<file path="config.mk">
export PLATFORM = sky130hd
export DESIGN_NAME = jam_cost_sched
export DESIGN_NICKNAME = d
export VERILOG_FILES = /design/src/rtl/jam_pkg.sv /design/src/rtl/jam_rr_arbiter.sv /design/src/rtl/jam_cost_sched.sv
export SDC_FILE = /design/constraint.sdc
export NUM_CORES = 1
export LEC_CHECK = 0
export CAP_MARGIN = 25
export CORE_ASPECT_RATIO = 0.7
export CORE_MARGIN = 5
export CORE_UTILIZATION = 53
export CTS_CLUSTER_DIAMETER = 50
export DETAILED_ROUTE_END_ITERATION = 10
export HOLD_SLACK_MARGIN = 0.05
export PLACE_DENSITY = 0.82
export SYNTH_ARGS = -nofsm -noshare
export SYNTH_HDL_FRONTEND = slang
export SYNTH_SLANG_ARGS = --single-unit
</file>
<file path="constraint.sdc">
create_clock -name CLK -period 2.65 [get_ports CLK]
set_input_delay 0.53 -clock CLK [delete_from_list [all_inputs] [get_ports CLK]]
set_output_delay 0.53 -clock CLK [all_outputs]
set_load 0.01 [all_outputs]
</file>
<file path="src/rtl/jam_pkg.sv">
// jam_pkg: shared widths, error sentinel, scheduler state encoding and permutation check.
package jam_pkg;
  localparam int JAM_N = 8;
  localparam int W_W = 3;
  localparam int COST_W = 7;
  localparam int SUM_W = 10;
  localparam logic [SUM_W-1:0] SUM_ERR = 10'h3FF;
  typedef enum logic [1:0] {IDLE, ISSUE, RESP} state_e;
  function automatic logic perm_valid(input logic [JAM_N*W_W-1:0] p);
    logic [JAM_N-1:0] m;
    m = '0;
    for (int k = 0; k < JAM_N; k++) m[p[W_W*k+:W_W]] = 1'b1;
    return &m;
  endfunction
endpackage

</file>
<file path="src/rtl/jam_rr_arbiter.sv">
// jam_rr_arbiter: combinational round-robin pick, priority ascending from last_g+1.
module jam_rr_arbiter #(
  parameter int NREQ = 2,
  parameter int GW = NREQ > 1 ? $clog2(NREQ) : 1
) (
  input  logic [NREQ-1:0] req,
  input  logic [GW-1:0]   last_g,
  output logic [GW-1:0]   win,
  output logic            any
);
  // Scan from lowest priority upward so the highest-priority hit is written last.
  always_comb begin
    win = '0;
    any = 1'b0;
    for (int k = NREQ; k >= 1; k--) begin
      if (req[(int'(last_g) + k) % NREQ]) begin
        win = GW'((int'(last_g) + k) % NREQ);
        any = 1'b1;
      end
    end
  end
endmodule

</file>
<file path="src/rtl/jam_cost_sched.sv">
// jam_cost_sched: round-robin share of the cost-table port; checks a job permutation,
// sums its 8 costs and returns the total per requester.
module jam_cost_sched
  import jam_pkg::*;
#(
  parameter int NREQ = 2
) (
  input  logic                  CLK,
  input  logic                  RST,
  input  logic [NREQ-1:0]       req,
  input  logic [NREQ*24-1:0]    perm,
  output logic [NREQ-1:0]       ack,
  output logic [NREQ-1:0]       done,
  output logic [SUM_W-1:0]      sum,
  output logic                  err,
  output logic                  busy,
  output logic                  RD,
  output logic [W_W-1:0]        W,
  output logic [W_W-1:0]        J,
  input  logic [COST_W-1:0]     Cost
);
  localparam int GW = NREQ > 1 ? $clog2(NREQ) : 1;
  state_e state_q, state_d;
  logic [GW-1:0] win, g_q, g_d, last_g_q, last_g_d;
  logic any;
  logic [23:0] perm_q, perm_d, sel_perm;
  logic [W_W-1:0] w_q, w_d, j_q, j_d;
  logic [SUM_W-1:0] acc_q, acc_d, sum_q, sum_d;
  logic err_q, err_d;
  jam_rr_arbiter #(.NREQ(NREQ), .GW(GW)) u_arb (
    .req(req), .last_g(last_g_q), .win(win), .any(any)
  );
  assign sel_perm = perm[24*int'(win)+:24];
  always_ff @(posedge CLK or posedge RST) begin
    if (RST) begin
      state_q <= IDLE;
      g_q <= '0;
      last_g_q <= GW'(NREQ - 1);
      perm_q <= '0;
      w_q <= '0;
      j_q <= '0;
      acc_q <= '0;
      sum_q <= '0;
      err_q <= 1'b0;
    end else begin
      state_q <= state_d;
      g_q <= g_d;
      last_g_q <= last_g_d;
      perm_q <= perm_d;
      w_q <= w_d;
      j_q <= j_d;
      acc_q <= acc_d;
      sum_q <= sum_d;
      err_q <= err_d;
    end
  end
  // w_q doubles as the read index; it stops at 7 so W/J hold once reads end.
  always_comb begin
    state_d = state_q;
    g_d = g_q;
    last_g_d = last_g_q;
    perm_d = perm_q;
    w_d = w_q;
    j_d = j_q;
    acc_d = acc_q;
    sum_d = sum_q;
    err_d = err_q;
    ack = '0;
    done = '0;
    case (state_q)
      IDLE: if (any) begin
        ack[win] = 1'b1;
        g_d = win;
        perm_d = sel_perm;
        if (perm_valid(sel_perm)) begin
          state_d = ISSUE;
          w_d = '0;
          j_d = sel_perm[2:0];
          acc_d = '0;
        end else begin
          state_d = RESP;
          sum_d = SUM_ERR;
          err_d = 1'b1;
        end
      end
      ISSUE: begin
        acc_d = acc_q + SUM_W'(Cost);
        if (w_q == W_W'(JAM_N - 1)) begin
          state_d = RESP;
          sum_d = acc_d;
          err_d = 1'b0;
        end else begin
          w_d = w_q + 3'd1;
          j_d = perm_q[3*(int'(w_q)+1)+:3];
        end
      end
      RESP: begin
        done[g_q] = 1'b1;
        last_g_d = g_q;
        state_d = IDLE;
      end
      default: state_d = IDLE;
    endcase
  end
  assign busy = (state_q != IDLE) || any;
  assign RD = state_q == ISSUE;
  assign W = w_q;
  assign J = j_q;
  assign sum = sum_q;
  assign err = err_q;
endmodule

</file>
## Word-level counts from Yosys, hierarchy flattened

Index checks and enable logic that the tools add are counted.

| storage, ports and cells | value |
|---|---|
| bits of input ports | 59 |
| register bits after elaboration | 55 |
| word-level logic and storage cells | 133 |

| operators by class | value |
|---|---|
| $lt $le $gt $ge | 22 |
| muxes and demuxes | 56 |
| eq/ne operators | 8 |
| shifts and indexed selects | 2 |
| bitwise gates (word level) | 9 |
| reduce and logical (&&, ||, !) cells | 20 |
| multiply operators | 2 |
| add/sub/neg operators | 5 |

Operators by type and width:

| cell | number |
|---|---|
| bitwise OR 8 bit | 7 |
| 2-to-1 mux 10 bit | 5 |
| variable part select 48 x 7 -> 24 bit | 1 |
| one-hot mux 10 bit (2 select lines) | 2 |
| less-than comparator 3 x 4 -> 1 bit (second input constant) | 8 |
| demux 1 bit (select 3 bit) | 8 |
| greater-or-equal comparator 3 x 1 -> 1 bit (second input constant) | 8 |
| variable part select 24 x 7 -> 3 bit | 1 |
| 2-to-1 mux 1 bit | 23 |
| 2-to-1 mux 3 bit | 6 |
| 2-to-1 mux 2 bit | 6 |
| one-hot mux 3 bit (2 select lines) | 2 |
| adder 10 x 7 -> 10 bit | 1 |
| logical AND 1 bit | 10 |
| != test 2 bit (second input constant) | 4 |
| AND reduction 4 bit | 2 |
| AND reduction 8 bit | 1 |
| less-than comparator 2 x 3 -> 1 bit (second input constant) | 2 |
| multiplier 2 x 4 -> 6 bit (first input constant) | 1 |
| adder 3 x 1 -> 4 bit (second input constant) | 1 |
| less-than comparator 1 x 2 -> 1 bit (second input constant) | 2 |
| one-hot mux 2 bit (2 select lines) | 1 |
| AND reduction 2 bit | 2 |
| nonzero test 2 bit | 2 |
| other kinds (14) | 18 |

## Logic depth before layout (Yosys ltp)

| depth | value |
|---|---|
| depth in word-level cells | 24 |
| depth in mapped cells | 10 |

## Cells and area by module

Synthesis repeated with hierarchy kept, for this count alone.

| second synthesis, totals | value |
|---|---|
| cell total of the unflattened synthesis | 401 |
| area, all modules | 3682.3 um^2 |

Modules (own cells, without submodules):

| module | seq. area each (um^2) | area each (um^2) | cells each | instances |
|---|---|---|---|---|
| jam_cost_sched | 1302.5 | 3668.5 | 399 | 1 |
| jam_rr_arbiter | 0.0 | 13.8 | 2 | 1 |

## Worst setup path before layout

OpenSTA, ideal clock, no wires.

| path | value |
|---|---|
| kind | in2reg |
| from | input Cost[0] |
| to | register sum_q[8], in the netlist sum[8] |
| path slack | 0.413 ns |
| arrival | 2.159 ns |
| buffers on the path | 0 |
| cell stages on the path | 9 |
| cells stage by stage | ha_1 > fa_1 > a21o_1 > a21oi_1 > o21bai_1 > o31ai_1 > xnor2_1 > o22ai_1 > a21oi_1 |

| between the ends | value |
|---|---|
| word-level cells in the longest chain between the ends | 3 |

RTL lines:

| item | line | text |
|---|---|---|
| start: declaration | jam_cost_sched.sv:20 | `input logic [COST_W-1:0] Cost` |
| adder 10 x 7 -> 10 bit | jam_cost_sched.sv:87 | `acc_d = acc_q + SUM_W'(Cost);` |
| 2-to-1 mux 10 bit | jam_cost_sched.sv:88 | `if (w_q == W_W'(JAM_N - 1)) begin` |
| one-hot mux 10 bit (2 select lines) | jam_cost_sched.sv:70 | `case (state_q)` |
| end signal: assignment | jam_cost_sched.sv:53 | `sum_q <= sum_d;` |
| end: declaration | jam_cost_sched.sv:28 | `logic [SUM_W-1:0] acc_q, acc_d, sum_q, sum_d;` |

No other way between the ends. The select of a mux whose other input is x is not followed.
A chain may end at the register's enable or synchronous reset.

## Final worst setup path

Same ends and word-level chain as after synthesis.

==> out/summary.txt <==
mean number of vias per cell - 6.13
hold_buf cts - 0
wire per inst - 18.3 um
Tightest Pin Transition - 647 ps
Max Used Layer - met4
register-to-register setup slack - 280 ps
Nets - 716
required time worst endpoint - 2880 ps
share of post-route cells with drive strength above 1 - 0.173
DRC - 0
worst hold-check path type - reg -> reg
Clock Sinks - 52
filler cell count - 595
Max-Cap Viols - 0
Detailed Place HPWL - 10900 um
critical path class - in -> reg
CTS Buf Count - 5
number of global-route vias before repair - 4435
GRT Total Usage - 0.280
post-synthesis cell area - 4140 um^2
CTS tree - done
Die X - 116 um
worst reg2reg path depth - 9
hold endpoint - perm_q[19]
Cell variety after synth - 55
combinational power share - 0.495
Die Area - 9700 um^2
P_int - 2.22 mW
1st-pass router iterations - 6
Clk Latency, worst-skew pair - 310 ps
RePlAce Congestion - 1.04
Yosys reg bits - 52
Psw - 1.49 mW
fin crit share - 0.980
crit-path max FO - 2
max_slew headroom - 0.567
via count - 4590
core area - 7740 um^2
PwrDens - 663 nW/um^2
hold path depth - 2
share of power burned in registers - 0.376
DR WL met3 - 1680 um
run status - finished clean
Warnings, synthesis - 0
Post-synth EDFFs - 0
RR Endpoint - sum[8]
clk slew on worst S/H paths - 100 ps
post-synthesis sequential area ratio - 0.315
Iter 0 DRT Violations - 373
Hold Vio Cnt, Final - 0
Post-synth ARST share - 1.00
Yosys top cell area share - 0.309
top cells by count, synth - nand2_1, dfrtp_1, nor2_1, buf_2, o21ai_0
Crit path arrival time - 2830 ps
Met2 Routed Length - 5880 um
clock skew - 14.6 ps
diode count - 0
sw frac - 0.403
io pins - 82
largest net degree at the start of global routing - 46
Area Growth Syn to Fin - 35.3%
HP Start - perm_q[19]
top cells by area, synth - dfrtp_1, nand2_1, mux2i_1
Die Y - 83.9 um
PortBufs - 81
leak pwr - 2.44 nW
post-route ant nets - 0
Setup crit end kind - flip-flop
Pins Over Slew Limit - 0
syn_nets - 592
Final Critical Period - 2600 ps
post-layout power - 3.71 mW
first-pass GRT wire length - 21900 um
final WL - 13700 um
Yosys top cell by area - dfrtp_1
post-CTS setup buffers - 0
Main synth FF type - dfrtp_1
syn_area_per_cell - 7.91 um^2
H-Tree Depth - 2
Mapped Cells - 523
Highest Clock Rate - 385 MHz
final setup margin - 51.7 ps
Setup-failing EPs final - 0
M1 wire length - 5860 um
grt ovf - 0
initial antenna violation count - 0
Clk pwr share - 0.130
CTS resizes - 0
initial core utilization - 0.535
most numerous cell in the Yosys netlist - nand2_1
Max clock buf depth - 2
clk root buf - clkbuf_8
VDD IR max - 0.518 mV
Cell Rows - 27
Worst R2R Start - acc_q[0]
unrepaired setup endpoints after global routing - false
dpl ws - -218 ps
Critical Path Start Type - primary input
state kept, by name, summed over array words and instances, names as in the netlist:
name	cells
last_g_q	1
state_q	2
g_q	1
J	3
perm_q	21
W	3
sum	10
err	1
acc_q	10
cells in the final DEF, fill, tap and decap left out, types with 5 or more instances in the layout:
master,count
buf_4,90
clkdlybuf4s50_1,81
nand2_1,71
dfrtp_1,51
nor2_1,42
o21ai_0,31
a21oi_1,25
mux2i_1,23
o22ai_1,22
nor3_1,19
nor3b_1,18
nand3b_1,18
inv_1,16
nand3_1,16
a22o_1,9
ha_1,9
nand2b_1,7
nand4_1,7
nor4_1,7
o32ai_1,6
o31ai_1,5
xnor2_1,5
clkbuf_8,5
worst max-delay path by stage:
stage	start	endpoint	slack, ps	cells after the start
final	Cost[0]	sum[8]	50	10
after global routing	Cost[0]	sum[8]	7	10
after CTS	req[1]	ack[1]	40	4
after detailed placement	perm[37]	acc_q[6]	-220	9
after global placement	perm[47]	acc_q[2]	-160	9
after floorplan	Cost[0]	sum[8]	410	9
worst max-delay path, stage by stage:
cell	delay, ps
clkdlybuf4s50_1	410
ha_1	240
fa_1	410
a21o_1	170
a21oi_1	210
o21bai_1	110
o31ai_1	310
xnor2_1	200
o22ai_1	100
a21oi_1	140
metrics by stage:
stage          std cells  setup TNS, ps  area, um^2  hold slack [ps]  utilization
3_5_place_dp         741          -3980        5490              470        0.709
2_1_floorplan        523              0        4140              445            -
3_3_place_gp         741          -2640        5490              461        0.709
5_1_grt              749              0        5600              516        0.723
4_1_cts              749              0        5580              494        0.722
6_report             749              0        5600              493        0.723
area by class of cell:
type	instances	area [um^2]	area share
multi-input combinational	395	2490	0.444
tap	101	126	0.0226
inverter	21	78.8	0.0141
clock inverter	3	27.5	0.00492
clock buffer	5	68.8	0.0123
timing repair buffer	172	1510	0.269
sequential	52	1300	0.233
kinds of logic (layout without fill, tap and decap cells):
| logic type | after synthesis | after routing | synth area share |
|---|---|---|---|
| mux | 26 | 26 | 0.0720 |
| flops | 52 | 52 | 0.315 |
| simple gates | 216 | 216 | 0.262 |
| xor+xnor | 8 | 8 | 0.0169 |
| buf+inv | 76 | 201 | 0.0883 |
| compound gates | 135 | 135 | 0.214 |
| fa+ha+maj | 10 | 10 | 0.0321 |
per-layer routing:
| metal | GRT usage | up-vias |
|---|---|---|
| li1 | - | 2140 |
| met1 | 0.410 | 2132 |
| met2 | 0.414 | 286 |
| met3 | 0.0754 | 32 |
| met4 | 0.0586 | 0 |
| met5 | 0 | - |
power by group through the flow:
stage / clock network (mW) / logic (mW) / registers [mW]
final: 0.481 / 1.84 / 1.39
after global routing: 0.515 / 2.01 / 1.43
after CTS: 0.481 / 1.81 / 1.39
after detailed placement: 0 / 1.79 / 1.40
after global placement: 0 / 1.72 / 1.37
after floorplan: 0 / 1.18 / 1.28
(Power assumes the default switching activity.)
